## src/rtl/uart_pkg.sv

```systemverilog
// Shared definitions for the 8N1 UART engine: state encodings, frame
// constants and the default bit period (27 MHz / 115200 baud).
package uart_pkg;

  localparam int CLKS_PER_BIT_DEFAULT = 234;

  // Frame format: one start bit, DATA_BITS data bits LSB first, one stop bit.
  localparam int   DATA_BITS   = 8;
  localparam int   IDX_W       = $clog2(DATA_BITS);
  localparam logic START_LEVEL = 1'b0;
  localparam logic STOP_LEVEL  = 1'b1;

  localparam logic [IDX_W-1:0] LAST_IDX = IDX_W'(DATA_BITS - 1);

  typedef enum logic [1:0] {
    TX_IDLE,
    TX_START,
    TX_DATA,
    TX_STOP
  } tx_state_t;

  typedef enum logic [1:0] {
    RX_IDLE,
    RX_START,
    RX_DATA,
    RX_STOP
  } rx_state_t;

endpackage

```

## src/rtl/uart_txrx_if.sv

```systemverilog
// CPU-side bundle of the UART engine plus the two FSM states for observation.
//
// Transmit handshake: i_Tx_DV is a one-cycle valid carrying i_Tx_Byte. The
// implied ready is !o_Tx_Active; a valid presented while not ready is dropped,
// never held or queued. o_Tx_Done marks the cycle the engine becomes ready
// again, and a valid on that very cycle is accepted. On the receive side
// o_Rx_DV is a valid with no ready: the byte in o_Rx_Byte stays put until the
// next correctly framed byte overwrites it.
interface uart_txrx_if;
  import uart_pkg::*;

  logic                 i_Tx_DV;
  logic [DATA_BITS-1:0] i_Tx_Byte;
  logic                 o_Tx_Active;
  logic                 o_Tx_Serial;
  logic                 o_Tx_Done;
  logic                 i_Rx_Serial;
  logic                 o_Rx_DV;
  logic [DATA_BITS-1:0] o_Rx_Byte;
  tx_state_t            dbg_tx_state;
  rx_state_t            dbg_rx_state;

  // CPU / pin side.
  modport master (
    output i_Tx_DV, i_Tx_Byte, i_Rx_Serial,
    input  o_Tx_Active, o_Tx_Serial, o_Tx_Done, o_Rx_DV, o_Rx_Byte,
    input  dbg_tx_state, dbg_rx_state
  );

  // UART engine side.
  modport slave (
    input  i_Tx_DV, i_Tx_Byte, i_Rx_Serial,
    output o_Tx_Active, o_Tx_Serial, o_Tx_Done, o_Rx_DV, o_Rx_Byte,
    output dbg_tx_state, dbg_rx_state
  );

endinterface

```

## src/rtl/uart_sync2.sv

```systemverilog
// Two-flop synchronizer for an asynchronous serial line. Both flops reset to
// 1 so an idle line never looks like a start bit coming out of reset.
module uart_sync2 (
  input  logic clk,
  input  logic resetn,
  input  logic d,
  output logic q
);

  logic meta;

  // Shift the raw line through two flops before anyone looks at it.
  always_ff @(posedge clk or negedge resetn) begin
    if (!resetn) begin
      meta <= 1'b1;
      q    <= 1'b1;
    end else begin
      meta <= d;
      q    <= meta;
    end
  end

endmodule

```

## src/rtl/uart_txrx.sv

```systemverilog
// Full-duplex 8N1 UART engine, one transmitter and one receiver, no FIFOs.
// TX and RX are independent process groups sharing only clock and reset.
// Build option: UART_RX_STICKY_DV_EN holds o_Rx_DV high from a good frame
// until the next start bit is confirmed; without it o_Rx_DV is a 1-cycle pulse.
module uart_txrx
  import uart_pkg::*;
#(
  parameter int CLKS_PER_BIT = CLKS_PER_BIT_DEFAULT
) (
  input  logic        i_Clock,
  input  logic        resetn,
  uart_txrx_if.slave  bus
);

  localparam int CW = (CLKS_PER_BIT > 1) ? $clog2(CLKS_PER_BIT) : 1;
  localparam logic [CW-1:0] CNT_MAX  = CW'(CLKS_PER_BIT - 1);
  // Mid-bit point of the start bit; every later sample is a whole bit after it.
  localparam logic [CW-1:0] CNT_HALF = CW'((CLKS_PER_BIT - 1) / 2);

  // ---------------------------------------------------------------- TX ----
  tx_state_t            tx_state, tx_state_n;
  logic [CW-1:0]        tx_cnt, tx_cnt_n;
  logic [IDX_W-1:0]     tx_idx, tx_idx_n;
  logic [DATA_BITS-1:0] tx_shift, tx_shift_n;
  logic                 tx_serial, tx_serial_n;
  logic                 tx_done, tx_done_n;

  // TX state register; the line itself is a flop so the pin never glitches.
  always_ff @(posedge i_Clock or negedge resetn) begin
    if (!resetn) begin
      tx_state  <= TX_IDLE;
      tx_cnt    <= '0;
      tx_idx    <= '0;
      tx_shift  <= '0;
      tx_serial <= STOP_LEVEL;
      tx_done   <= 1'b0;
    end else begin
      tx_state  <= tx_state_n;
      tx_cnt    <= tx_cnt_n;
      tx_idx    <= tx_idx_n;
      tx_shift  <= tx_shift_n;
      tx_serial <= tx_serial_n;
      tx_done   <= tx_done_n;
    end
  end

  // TX next state: the value loaded into tx_serial is the level of the bit
  // that starts on the coming edge, so bit boundaries line up with state.
  always_comb begin
    tx_state_n  = tx_state;
    tx_cnt_n    = tx_cnt;
    tx_idx_n    = tx_idx;
    tx_shift_n  = tx_shift;
    tx_serial_n = STOP_LEVEL;
    tx_done_n   = 1'b0;
    case (tx_state)
      TX_IDLE: begin
        if (bus.i_Tx_DV) begin
          tx_shift_n  = bus.i_Tx_Byte;
          tx_cnt_n    = '0;
          tx_serial_n = START_LEVEL;
          tx_state_n  = TX_START;
        end
      end
      TX_START: begin
        tx_serial_n = START_LEVEL;
        if (tx_cnt == CNT_MAX) begin
          tx_cnt_n    = '0;
          tx_idx_n    = '0;
          tx_serial_n = tx_shift[0];
          tx_state_n  = TX_DATA;
        end else begin
          tx_cnt_n = tx_cnt + CW'(1);
        end
      end
      TX_DATA: begin
        tx_serial_n = tx_shift[0];
        if (tx_cnt == CNT_MAX) begin
          tx_cnt_n = '0;
          if (tx_idx == LAST_IDX) begin
            tx_serial_n = STOP_LEVEL;
            tx_state_n  = TX_STOP;
          end else begin
            tx_idx_n    = tx_idx + IDX_W'(1);
            tx_shift_n  = {1'b0, tx_shift[DATA_BITS-1:1]};
            tx_serial_n = tx_shift[1];
          end
        end else begin
          tx_cnt_n = tx_cnt + CW'(1);
        end
      end
      TX_STOP: begin
        if (tx_cnt == CNT_MAX) begin
          tx_cnt_n   = '0;
          tx_done_n  = 1'b1;
          tx_state_n = TX_IDLE;
        end else begin
          tx_cnt_n = tx_cnt + CW'(1);
        end
      end
      default: tx_state_n = TX_IDLE;
    endcase
  end

  assign bus.o_Tx_Serial  = tx_serial;
  assign bus.o_Tx_Active  = (tx_state != TX_IDLE);
  assign bus.o_Tx_Done    = tx_done;
  assign bus.dbg_tx_state = tx_state;

  // ---------------------------------------------------------------- RX ----
  logic                 rx_s;
  rx_state_t            rx_state, rx_state_n;
  logic [CW-1:0]        rx_cnt, rx_cnt_n;
  logic [IDX_W-1:0]     rx_idx, rx_idx_n;
  logic [DATA_BITS-1:0] rx_shift, rx_shift_n;
  logic [DATA_BITS-1:0] rx_byte, rx_byte_n;
  logic                 rx_dv, rx_dv_n;

  uart_sync2 u_rx_sync (
    .clk    (i_Clock),
    .resetn (resetn),
    .d      (bus.i_Rx_Serial),
    .q      (rx_s)
  );

  // RX state register; a reset mid-frame simply drops the partial byte.
  always_ff @(posedge i_Clock or negedge resetn) begin
    if (!resetn) begin
      rx_state <= RX_IDLE;
      rx_cnt   <= '0;
      rx_idx   <= '0;
      rx_shift <= '0;
      rx_byte  <= '0;
      rx_dv    <= 1'b0;
    end else begin
      rx_state <= rx_state_n;
      rx_cnt   <= rx_cnt_n;
      rx_idx   <= rx_idx_n;
      rx_shift <= rx_shift_n;
      rx_byte  <= rx_byte_n;
      rx_dv    <= rx_dv_n;
    end
  end

  // RX next state: confirm the start bit at mid-bit, then sample one bit
  // period apart; the byte is published only when the stop bit reads high.
  always_comb begin
    rx_state_n = rx_state;
    rx_cnt_n   = rx_cnt;
    rx_idx_n   = rx_idx;
    rx_shift_n = rx_shift;
    rx_byte_n  = rx_byte;
`ifdef UART_RX_STICKY_DV_EN
    rx_dv_n    = rx_dv;
`else
    rx_dv_n    = 1'b0;
`endif
    case (rx_state)
      RX_IDLE: begin
        rx_cnt_n = '0;
        if (rx_s == START_LEVEL) rx_state_n = RX_START;
      end
      RX_START: begin
        if (rx_cnt == CNT_HALF) begin
          rx_cnt_n = '0;
          if (rx_s == START_LEVEL) begin
            rx_idx_n   = '0;
            rx_state_n = RX_DATA;
`ifdef UART_RX_STICKY_DV_EN
            rx_dv_n    = 1'b0;
`endif
          end else begin
            rx_state_n = RX_IDLE;
          end
        end else begin
          rx_cnt_n = rx_cnt + CW'(1);
        end
      end
      RX_DATA: begin
        if (rx_cnt == CNT_MAX) begin
          rx_cnt_n   = '0;
          rx_shift_n = {rx_s, rx_shift[DATA_BITS-1:1]};
          if (rx_idx == LAST_IDX) rx_state_n = RX_STOP;
          else                    rx_idx_n   = rx_idx + IDX_W'(1);
        end else begin
          rx_cnt_n = rx_cnt + CW'(1);
        end
      end
      RX_STOP: begin
        if (rx_cnt == CNT_MAX) begin
          rx_cnt_n   = '0;
          rx_state_n = RX_IDLE;
          if (rx_s == STOP_LEVEL) begin
            rx_byte_n = rx_shift;
            rx_dv_n   = 1'b1;
          end
        end else begin
          rx_cnt_n = rx_cnt + CW'(1);
        end
      end
      default: rx_state_n = RX_IDLE;
    endcase
  end

  assign bus.o_Rx_DV      = rx_dv;
  assign bus.o_Rx_Byte    = rx_byte;
  assign bus.dbg_rx_state = rx_state;

endmodule

```

## src/flat_wrapper.sv

```systemverilog
// flat-port wrapper written by rule: the top's interface ports become plain ports
module uart_txrx_flat import uart_pkg::*;
#(
  parameter int CLKS_PER_BIT = CLKS_PER_BIT_DEFAULT
)
  (i_Clock, resetn, bus_i_Tx_DV, bus_i_Tx_Byte, bus_i_Rx_Serial, bus_o_Tx_Active, bus_o_Tx_Serial, bus_o_Tx_Done, bus_o_Rx_DV, bus_o_Rx_Byte, bus_dbg_tx_state, bus_dbg_rx_state);
  uart_txrx_if bus_i ();
  input  logic i_Clock;
  input  logic resetn;
  input wire logic [$bits(bus_i.i_Tx_DV)-1:0] bus_i_Tx_DV;
  input wire logic [$bits(bus_i.i_Tx_Byte)-1:0] bus_i_Tx_Byte;
  input wire logic [$bits(bus_i.i_Rx_Serial)-1:0] bus_i_Rx_Serial;
  output wire logic [$bits(bus_i.o_Tx_Active)-1:0] bus_o_Tx_Active;
  output wire logic [$bits(bus_i.o_Tx_Serial)-1:0] bus_o_Tx_Serial;
  output wire logic [$bits(bus_i.o_Tx_Done)-1:0] bus_o_Tx_Done;
  output wire logic [$bits(bus_i.o_Rx_DV)-1:0] bus_o_Rx_DV;
  output wire logic [$bits(bus_i.o_Rx_Byte)-1:0] bus_o_Rx_Byte;
  output wire logic [$bits(bus_i.dbg_tx_state)-1:0] bus_dbg_tx_state;
  output wire logic [$bits(bus_i.dbg_rx_state)-1:0] bus_dbg_rx_state;
  assign bus_i.i_Tx_DV = bus_i_Tx_DV;
  assign bus_i.i_Tx_Byte = bus_i_Tx_Byte;
  assign bus_i.i_Rx_Serial = bus_i_Rx_Serial;
  assign bus_o_Tx_Active = bus_i.o_Tx_Active;
  assign bus_o_Tx_Serial = bus_i.o_Tx_Serial;
  assign bus_o_Tx_Done = bus_i.o_Tx_Done;
  assign bus_o_Rx_DV = bus_i.o_Rx_DV;
  assign bus_o_Rx_Byte = bus_i.o_Rx_Byte;
  assign bus_dbg_tx_state = bus_i.dbg_tx_state;
  assign bus_dbg_rx_state = bus_i.dbg_rx_state;
  uart_txrx #(.CLKS_PER_BIT(CLKS_PER_BIT)) u_core (.i_Clock(i_Clock), .resetn(resetn), .bus(bus_i));
endmodule
```

## config.mk

```make
export PLATFORM = sky130hd
export DESIGN_NAME = uart_txrx_flat
export DESIGN_NICKNAME = d
export VERILOG_FILES = /design/src/rtl/uart_pkg.sv /design/src/rtl/uart_txrx_if.sv /design/src/rtl/uart_sync2.sv /design/src/rtl/uart_txrx.sv /design/src/flat_wrapper.sv
export SDC_FILE = /design/constraint.sdc
export NUM_CORES = 1
export LEC_CHECK = 0
export ABC_CLOCK_PERIOD_IN_PS = 2900
export CAP_MARGIN = 30
export CORE_ASPECT_RATIO = 1.2
export CORE_MARGIN = 3
export CORE_UTILIZATION = 45
export CTS_CLUSTER_DIAMETER = 40
export DETAILED_ROUTE_END_ITERATION = 8
export GPL_TIMING_DRIVEN = 0
export PLACE_DENSITY = 0.66
export SLEW_MARGIN = 20
export SYNTH_ARGS = -nofsm -noshare
export SYNTH_HDL_FRONTEND = slang
export SYNTH_SLANG_ARGS = --single-unit
```

## constraint.sdc

```tcl
create_clock -name i_Clock -period 2.9 [get_ports i_Clock]
set_clock_uncertainty 0.2 [all_clocks]
set_input_delay 0.58 -clock i_Clock [delete_from_list [all_inputs] [get_ports i_Clock]]
set_output_delay 0.58 -clock i_Clock [all_outputs]
set_load 0.05 [all_outputs]
```

==> summary.md, run 1 <==
| Metric | Value |
|---|---|
| Syn Nets | 243 |
| Worst Setup End Kind | primary output |
| First-pass GRT wire length | 7.900 mm |
| Max-Cap Viols | 0 |
| Design Area, Final | 3173 sq um |
| Hold Path Class | in2async |
| Core Box Area | 5743 sq um |
| WS Path Type | reg2out |
| Vias per cell | 5.112 |
| Syn-to-layout area delta | 16.92% |
| Clock edge transition at the registers on the reported setup and hold paths | 0.11 ns |
| Synth warn | 0 |
| VDD IR max | 0.0002167 V |
| CTS tree | built |
| Critical path data required time | 2.12 ns |
| Final worst-path cycle share | 0.9534 |
| Vias in the first global route | 1744 |
| Die Area | 7002 sq um |
| Power per cell area | 392.9 nW/um^2 |
| Worst-path fanout max | 10 |
| Number of CTS-inserted buffers | 5 |
| Mapped cell area | 2714 sq um |
| Hold-fix buffers, CTS | 0 |
| Endpoints failing hold | 0 |
| Seq/Total Area, Yosys | 0.5085 |
| Largest net degree at the start of global routing | 56 |
| Clock buffer depth | 2 |
| Synth area leaders | dfrtp_1 (48%), mux2_2 (14%), ha_1 (6.9%) |
| Status | finished, final reports clean |
| Final WL | 4.390 mm |
| Root buffer cell | clkbuf_8 |
| CTS HTree Levels | 2 |
| Final net count | 277 |
| FP Rows | 30 |
| Cells after Synth | 216 |
| Final ANT Viol Nets | 0 |
| I/O pins | 28 |
| FFs w/ async S/R, synth | 1.000 |
| Ordered cell list for the critical path | inv_1 -> ha_1 -> buf_2 -> inv_1 -> dlygate4sd2_1 |
| Normalized max-slew margin | 0.5475 |
| Area after DPL | 3082 sq um |
| # port buffers | 27 |
| Number of fillers in the final layout | 523 |
| Layout cells sized above 1 | 0.2430 |
| Hpwl dp | 3.086 mm |
| DR vias | 1692 |
| GRT Total Usage | 0.1368 |
| DR WL/cell | 13.26 microns |
| Initial core utilization | 0.4725 |
| Fmax achieved | 361.7 MHz |
| Largest stage delay, worst path | 0.55 ns |
| Initial antenna violation count | 0 |
| CTS Sinks | 55 |
| Post-synth EDFFs | 0 |
| Ant. Diodes | 0 |
| FF+latch count, synth | 55 |
| Initial DRC count | 71 |
| Worst Tran Pin Value | 0.6787 ns |
| Setup TNS | 0 ns |
| Yosys cell types | 48 |
| Synth Flop Type | dfrtp_1 |
| Dominant cell type by area after synthesis | dfrtp_1 |
| CP Launch Type | flop |
| GRT overflow | 0 |
| Post-route DRC | 0 |
| Final WS setup | 0.1352 ns |
| Area fraction of the dominant cell type after synthesis | 0.4795 |
| Post-CTS Setup Bufs | 0 |
| GP Congestion | 0.7649 |
| Pre-CTS setup slack | 0.2246 ns |
| Tmin final | 2.765 ns |
| Unrepaired setup endpoints after global routing | no |
| First-pass DRT Iterations | 4 |
| Final slew viol count | 0 |
| Avg Synthesized Cell Area | 12.56 sq um |
| Crit path top cell by count | inv_1 |
| Arrival time worst endpoint | 1.98 ns |
| Die X | 76.89 microns |
| Clk_lat worst skew | 0.31 ns |
| Final setup fails | 0 |
| Static Leak | 1.551 nW |
| Die H | 91.07 microns |
| Slowest-stage cell, CP | dlygate4sd2_1 |
cell usage in the layout, fill, tap and decap left out, types with 2 or more instances in the layout:
cell type and instances:
a21oi_1 2, a22o_1 4, a31oi_1 3, and2_1 3
and3_1 6, buf_2 2, buf_4 2, clkbuf_8 5
clkdlybuf4s50_1 25, dfrtp_1 52, dfstp_2 3, ha_1 15
inv_1 12, mux2_2 34, mux2_4 3, nand2_1 2
nand2b_1 4, nand3_1 5, nand4_1 3, nor2_1 16
nor3_1 3, nor3b_1 2, o211ai_1 3, o21a_1 3
o21ai_0 4, xnor2_1 3, xor2_1 5
power by group:
| group | switching, mW | internal, mW | total [mW] | leakage (nW) |
|---|---|---|---|---|
| logic | 0.0176 | 0.0165 | 0.0342 | 0.797 |
| registers | 0.00106 | 0.769 | 0.770 | 0.708 |
| clock network | 0.267 | 0.175 | 0.442 | 0.0461 |
| total | 0.286 | 0.961 | 1.25 | 1.55 |
final cells by class:
type	instances	area, sq um	share of cell area
Sequential cell	55	1380	0.4349
Multi-Input combinational cell	143	1259	0.3967
Timing Repair Buffer	27	266.5	0.08399
Tap cell	80	100.1	0.03155
Clock buffer	5	68.82	0.02169
Inverter	12	45.04	0.01420
Buffer	6	30.03	0.009464
Clock inverter	3	23.77	0.007492
final timing paths:
| kind | startpoint | to | slack [ns] | cells after the start |
|---|---|---|---|---|
| max in group asynchronous | resetn | u_core.bus.dbg_tx_state[1]$_DFFE_PN0P_ | 1.95 | 1 |
| min in group i_Clock | u_core.u_rx_sync.meta$_DFF_PN1_ | u_core.u_rx_sync.q$_DFF_PN1_ | 0.17 | 0 |
| setup / recovery | u_core.bus.dbg_tx_state[0]$_DFFE_PN0P_ | bus_o_Tx_Active | 0.14 | 5 |
| setup reg to reg | u_core.bus.dbg_tx_state[0]$_DFFE_PN0P_ | u_core.tx_shift[6]$_DFFE_PN0P_ | 0.58 | 8 |
| hold / removal | resetn | u_core.rx_cnt[6]$_DFF_PN0_ | 0.09 | 1 |
| hold reg to reg | u_core.u_rx_sync.meta$_DFF_PN1_ | u_core.u_rx_sync.q$_DFF_PN1_ | 0.17 | 0 |
timing repair:
item / in CTS / in global routing
endpoints found under the hold margin: 0 / 0
setup endpoints to repair: 1 / 0
resized for setup: 1 / 0
metal layers:
layer	global-route usage	part of all wire	up-vias	wire length, microns
li1	-	-	838	-
met1	0.1762	0.48	821	2113
met2	0.2289	0.48	28	2094
met3	0.03373	0.031	5	135
met4	0.03625	0.010	0	46
met5	0	0	-	0
through the flow:
step / std cells / total power [mW] / utilization / hold slack (ns)
after CTS: 331 / 1.269 / 0.5525 / 0.1245
final: 331 / 1.247 / 0.5525 / 0.09460
after global placement: 323 / 0.8214 / 0.5370 / 0.1464
after floorplan: 216 / 0.7902 / - / 0.08441
after global routing: 331 / 1.297 / 0.5525 / 0.1448
after detailed placement: 323 / 0.8208 / 0.5366 / 0.1505
cell usage after synthesis (2+ instances only):
| master | n |
|---|---|
| nand4_1 | 3 |
| o21ai_0 | 4 |
| a21oi_1 | 2 |
| nand2b_1 | 4 |
| buf_2 | 2 |
| nor3b_1 | 2 |
| nand2_1 | 2 |
| a22o_1 | 4 |
| nand3_1 | 5 |
| a31oi_1 | 3 |
| xnor2_1 | 3 |
| inv_1 | 12 |
| and3_1 | 6 |
| and2_1 | 3 |
| o211ai_1 | 3 |
| o21a_1 | 3 |
| ha_1 | 15 |
| nor3_1 | 3 |
| mux2_4 | 3 |
| dfrtp_1 | 52 |
| mux2_2 | 34 |
| nor2_1 | 16 |
| dfstp_2 | 3 |
| xor2_1 | 5 |
worst max-delay path, delay by kind of cell (launching register included):
kind	cells	cell delay, ns
buffers and inverters	4	1.03
adders and majority gates	1	0.21
DFF	1	0.44
cell families (layout without fill, tap and decap cells):
family                   count (synthesis)  in the layout  share of synthesized area
flip-flops                              55             55                     0.5085
XOR/XNOR                                 8              8                    0.02582
AO/OA/AOI/OAI                           26             26                    0.07469
AND/OR/NAND/NOR                         56             56                     0.1328
adder cells (fa/ha/maj)                 15             15                    0.06916
buffers and inverters                   18             53                    0.02766
multiplexers                            38             38                     0.1614
registers in the layout, summed over array words and instances (netlist names), 2 cells and up, named ones only:
name	flops
u_core.tx_shift	8
u_core.bus.o_Rx_Byte	8
u_core.rx_idx	3
u_core.bus.dbg_tx_state	2
u_core.tx_idx	3
u_core.rx_shift	8
u_core.rx_cnt	8
u_core.tx_cnt	8
Power figures use the tool's default switching activity.
==> run 2, diff against run 1 <==
- SLEW_MARGIN: 20 -> unset
==> run 2 against run 1 <==
Final area up 1.3%. Cell count is 0.30% higher. First-iteration DRC count is 41% lower. Worst setup slack better by 0.035 ns. Via count grew 0.83%. Power increased by 6.7%. Critical path type unchanged. Largest power group unchanged.
==> summary.md, run 2 (synthesis results as in run 1) <==
| Metric | Value |
|---|---|
| Unrepaired setup endpoints after global routing | no (unchanged) |
| Reg2reg path depth | 8 (unchanged) |
| DR vias | 1706 (was 1692) |
| First-pass DRT Iterations | 4 (unchanged) |
| Number of fillers in the final layout | 517 (was 523) |
| Worst-path fanout max | 10 (unchanged) |
| Initial antenna violation count | 0 (unchanged) |
| Number of CTS-inserted buffers | 5 (unchanged) |
| Layout cells sized above 1 | 0.2460 (was 0.2430) |
| Tmin final | 2.730 ns (was 2.765 ns) |
| Fin Hold WS | 0.01549 ns (was 0.09460 ns) |
| Post-route DRC | 0 (unchanged) |
| Final setup fails | 0 (unchanged) |
| Die Area | 7002 sq um (unchanged) |
| Final WL | 4.427 mm (was 4.390 mm) |
| Initial DRC count | 42 (was 71) |
| Reg2reg setup slack | 0.57 ns (was 0.58 ns) |
| FF/Latch Area | 1380 sq um (unchanged) |
| Normalized max-slew margin | 0.5755 (was 0.5475) |
| RR Startpoint | u_core.bus.dbg_tx_state[1]$_DFFE_PN0P_ (was u_core.bus.dbg_tx_state[0]$_DFFE_PN0P_) |
| First-pass GRT wire length | 7.893 mm (was 7.900 mm) |
| Slowest-stage cell, CP | dlygate4sd2_1 (unchanged) |
| Fin cells | 332 (was 331) |
| Final WS setup | 0.1701 ns (was 0.1352 ns) |
| Initial core utilization | 0.4725 (unchanged) |
| Commonest non-fill, non-tap cell in the layout | dfrtp_1 (unchanged) |
| Worst path bufs/invs | 4 (unchanged) |
| Vias per cell | 5.139 (was 5.112) |
| Final slew viol count | 0 (unchanged) |
| Status | finished, final reports clean (unchanged) |
| Crit path from | u_core.bus.dbg_tx_state[1]$_DFFE_PN0P_ (was u_core.bus.dbg_tx_state[0]$_DFFE_PN0P_) |
| WS Path Type | reg2out (unchanged) |
| Power per cell area | 414.0 nW/um^2 (was 392.9 nW/um^2) |
| Static Leak | 1.568 nW (was 1.551 nW) |
| Area of the multi-input gates | 1259 sq um (unchanged) |
| Hpwl dp | 3.164 mm (was 3.086 mm) |
| Die H | 91.07 microns (unchanged) |
| Crit path top cell by count | inv_1 (unchanged) |
| CP endpoint | bus_o_Tx_Active (unchanged) |
| CTS HTree Levels | 2 (unchanged) |
| Most frequent cells in the layout | dfrtp_1 (52), mux2_2 (34), clkdlybuf4s50_1 (25) (unchanged) |
| Post-CTS Setup Bufs | 0 (unchanged) |
| FP Rows | 30 (unchanged) |
| Core Box Area | 5743 sq um (unchanged) |
| Critical path data required time | 2.12 ns (about the same) |
| Clock edge transition at the registers on the reported setup and hold paths | 0.11 ns (about the same) |
| Hold Path Class | in2async (unchanged) |
| Vias in the first global route | 1785 (was 1744) |
| I/O pins | 28 (unchanged) |
| CP top delay family | buffers and inverters (unchanged) |
| # port buffers | 27 (unchanged) |
| Ant. Diodes | 0 (unchanged) |
| GRT Total Usage | 0.1378 (was 0.1368) |
| Pre-CTS setup slack | 0.2352 ns (was 0.2246 ns) |
| Final ANT Viol Nets | 0 (unchanged) |
| Largest stage delay, worst path | 0.56 ns (was 0.55 ns) |
| Worst Tran Pin Value | 0.6367 ns (was 0.6787 ns) |
| CP Launch Type | flop (unchanged) |
| Max-Cap Viols | 0 (unchanged) |
| Fmax achieved | 366.3 MHz (was 361.7 MHz) |
| Clock buffer depth | 2 (unchanged) |
| Clk_lat worst skew | 0.31 ns (about the same) |
| Root buffer cell | clkbuf_8 (unchanged) |
| Final net count | 278 (was 277) |
| CTS tree | built (unchanged) |
| DR WL/cell | 13.33 microns (was 13.26 microns) |
| Syn-to-layout area delta | 18.40% (was 16.92%) |
| GRT overflow | 0 (unchanged) |
| Crit path depth | 5 (unchanged) |
| Final Power | 1.330 mW (was 1.247 mW) |
| Final worst-path cycle share | 0.9414 (was 0.9534) |
| CTS Sinks | 55 (unchanged) |
| Arrival time worst endpoint | 1.95 ns (was 1.98 ns) |
| VDD IR max | 0.0002666 V (was 0.0002167 V) |
| Largest net degree at the start of global routing | 35 (was 56) |
| Ordered cell list for the critical path | inv_1 -> ha_1 -> buf_2 -> inv_1 -> dlygate4sd2_1 (unchanged) |
| Die X | 76.89 microns (unchanged) |
| GP Congestion | 0.7649 (unchanged) |
| Worst Setup End Kind | primary output (unchanged) |
| R2R Path End | u_core.tx_shift[6]$_DFFE_PN0P_ (unchanged) |
| Placed insts | 324 (was 323) |
| Endpoints failing hold | 0 (unchanged) |
-- run 2: changes by cell type in the layout (fill, tap and decap cells not counted) --
cell	change
inv_8	-1
buf_4	-1
buf_12	+1
bufinv_16	+1
buf_2	+1
inv_6	+1
clkinv_2	-1
-- run 2: worst min-delay path by stage --
stage | from | endpoint | slack [ns] | cells past startpoint
finish | resetn | u_core.rx_cnt[6]$_DFF_PN0_ | 0.02 | 1
global route | resetn | u_core.bus.o_Rx_Byte[0]$_DFFE_PN0P_ | 0.05 | 1
global placement | u_core.u_rx_sync.meta$_DFF_PN1_ | u_core.u_rx_sync.q$_DFF_PN1_ | 0.15 | 0
floorplan | resetn | asynchronous set/reset pin | 0.08 | 0
detailed placement | u_core.u_rx_sync.meta$_DFF_PN1_ | u_core.u_rx_sync.q$_DFF_PN1_ | 0.15 | 0
CTS | resetn | u_core.rx_cnt[7]$_DFF_PN0_ | 0.03 | 1
-- run 2: per-stage QoR --
step           setup TNS [ns]  cell area, sq um    util
2_1_floorplan               0              2714       -
3_3_place_gp           -36.72              3084  0.5370
3_5_place_dp                0              3099  0.5397
4_1_cts                     0              3213  0.5595
5_1_grt                     0              3213  0.5595
6_report                    0              3213  0.5595
-- run 2: cell type report --
type	instances	area share
Timing Repair Buffer	28	0.08840
Clock buffer	5	0.02142
Sequential cell	55	0.4295
Clock inverter	3	0.01441
Inverter	12	0.01402
Buffer	6	0.009346
Multi-Input combinational cell	143	0.3917
Tap cell	80	0.03115
-- run 2: routing by layer --
metal	up-vias	wire length, microns	GRT usage	part of all wire
met1	834	2079	0.1684	0.47
met4	0	65	0.04985	0.015
met3	6	151	0.03075	0.034
li1	837	-	-	-
met2	29	2129	0.2369	0.48
met5	-	0	0	0
-- run 2: power by group --
part | total [mW] | switching, mW | leakage [nW] | internal, mW
Clock | 0.523 | 0.263 | 0.0548 | 0.261
Combinational | 0.0370 | 0.0182 | 0.805 | 0.0189
Sequential | 0.770 | 0.00102 | 0.708 | 0.769
-- run 2: what timing repair did --
action / in CTS / in global routing
gates resized for setup: 1 / 0
hold buffers: 0 / 0
endpoints found under the setup margin: 1 / 0
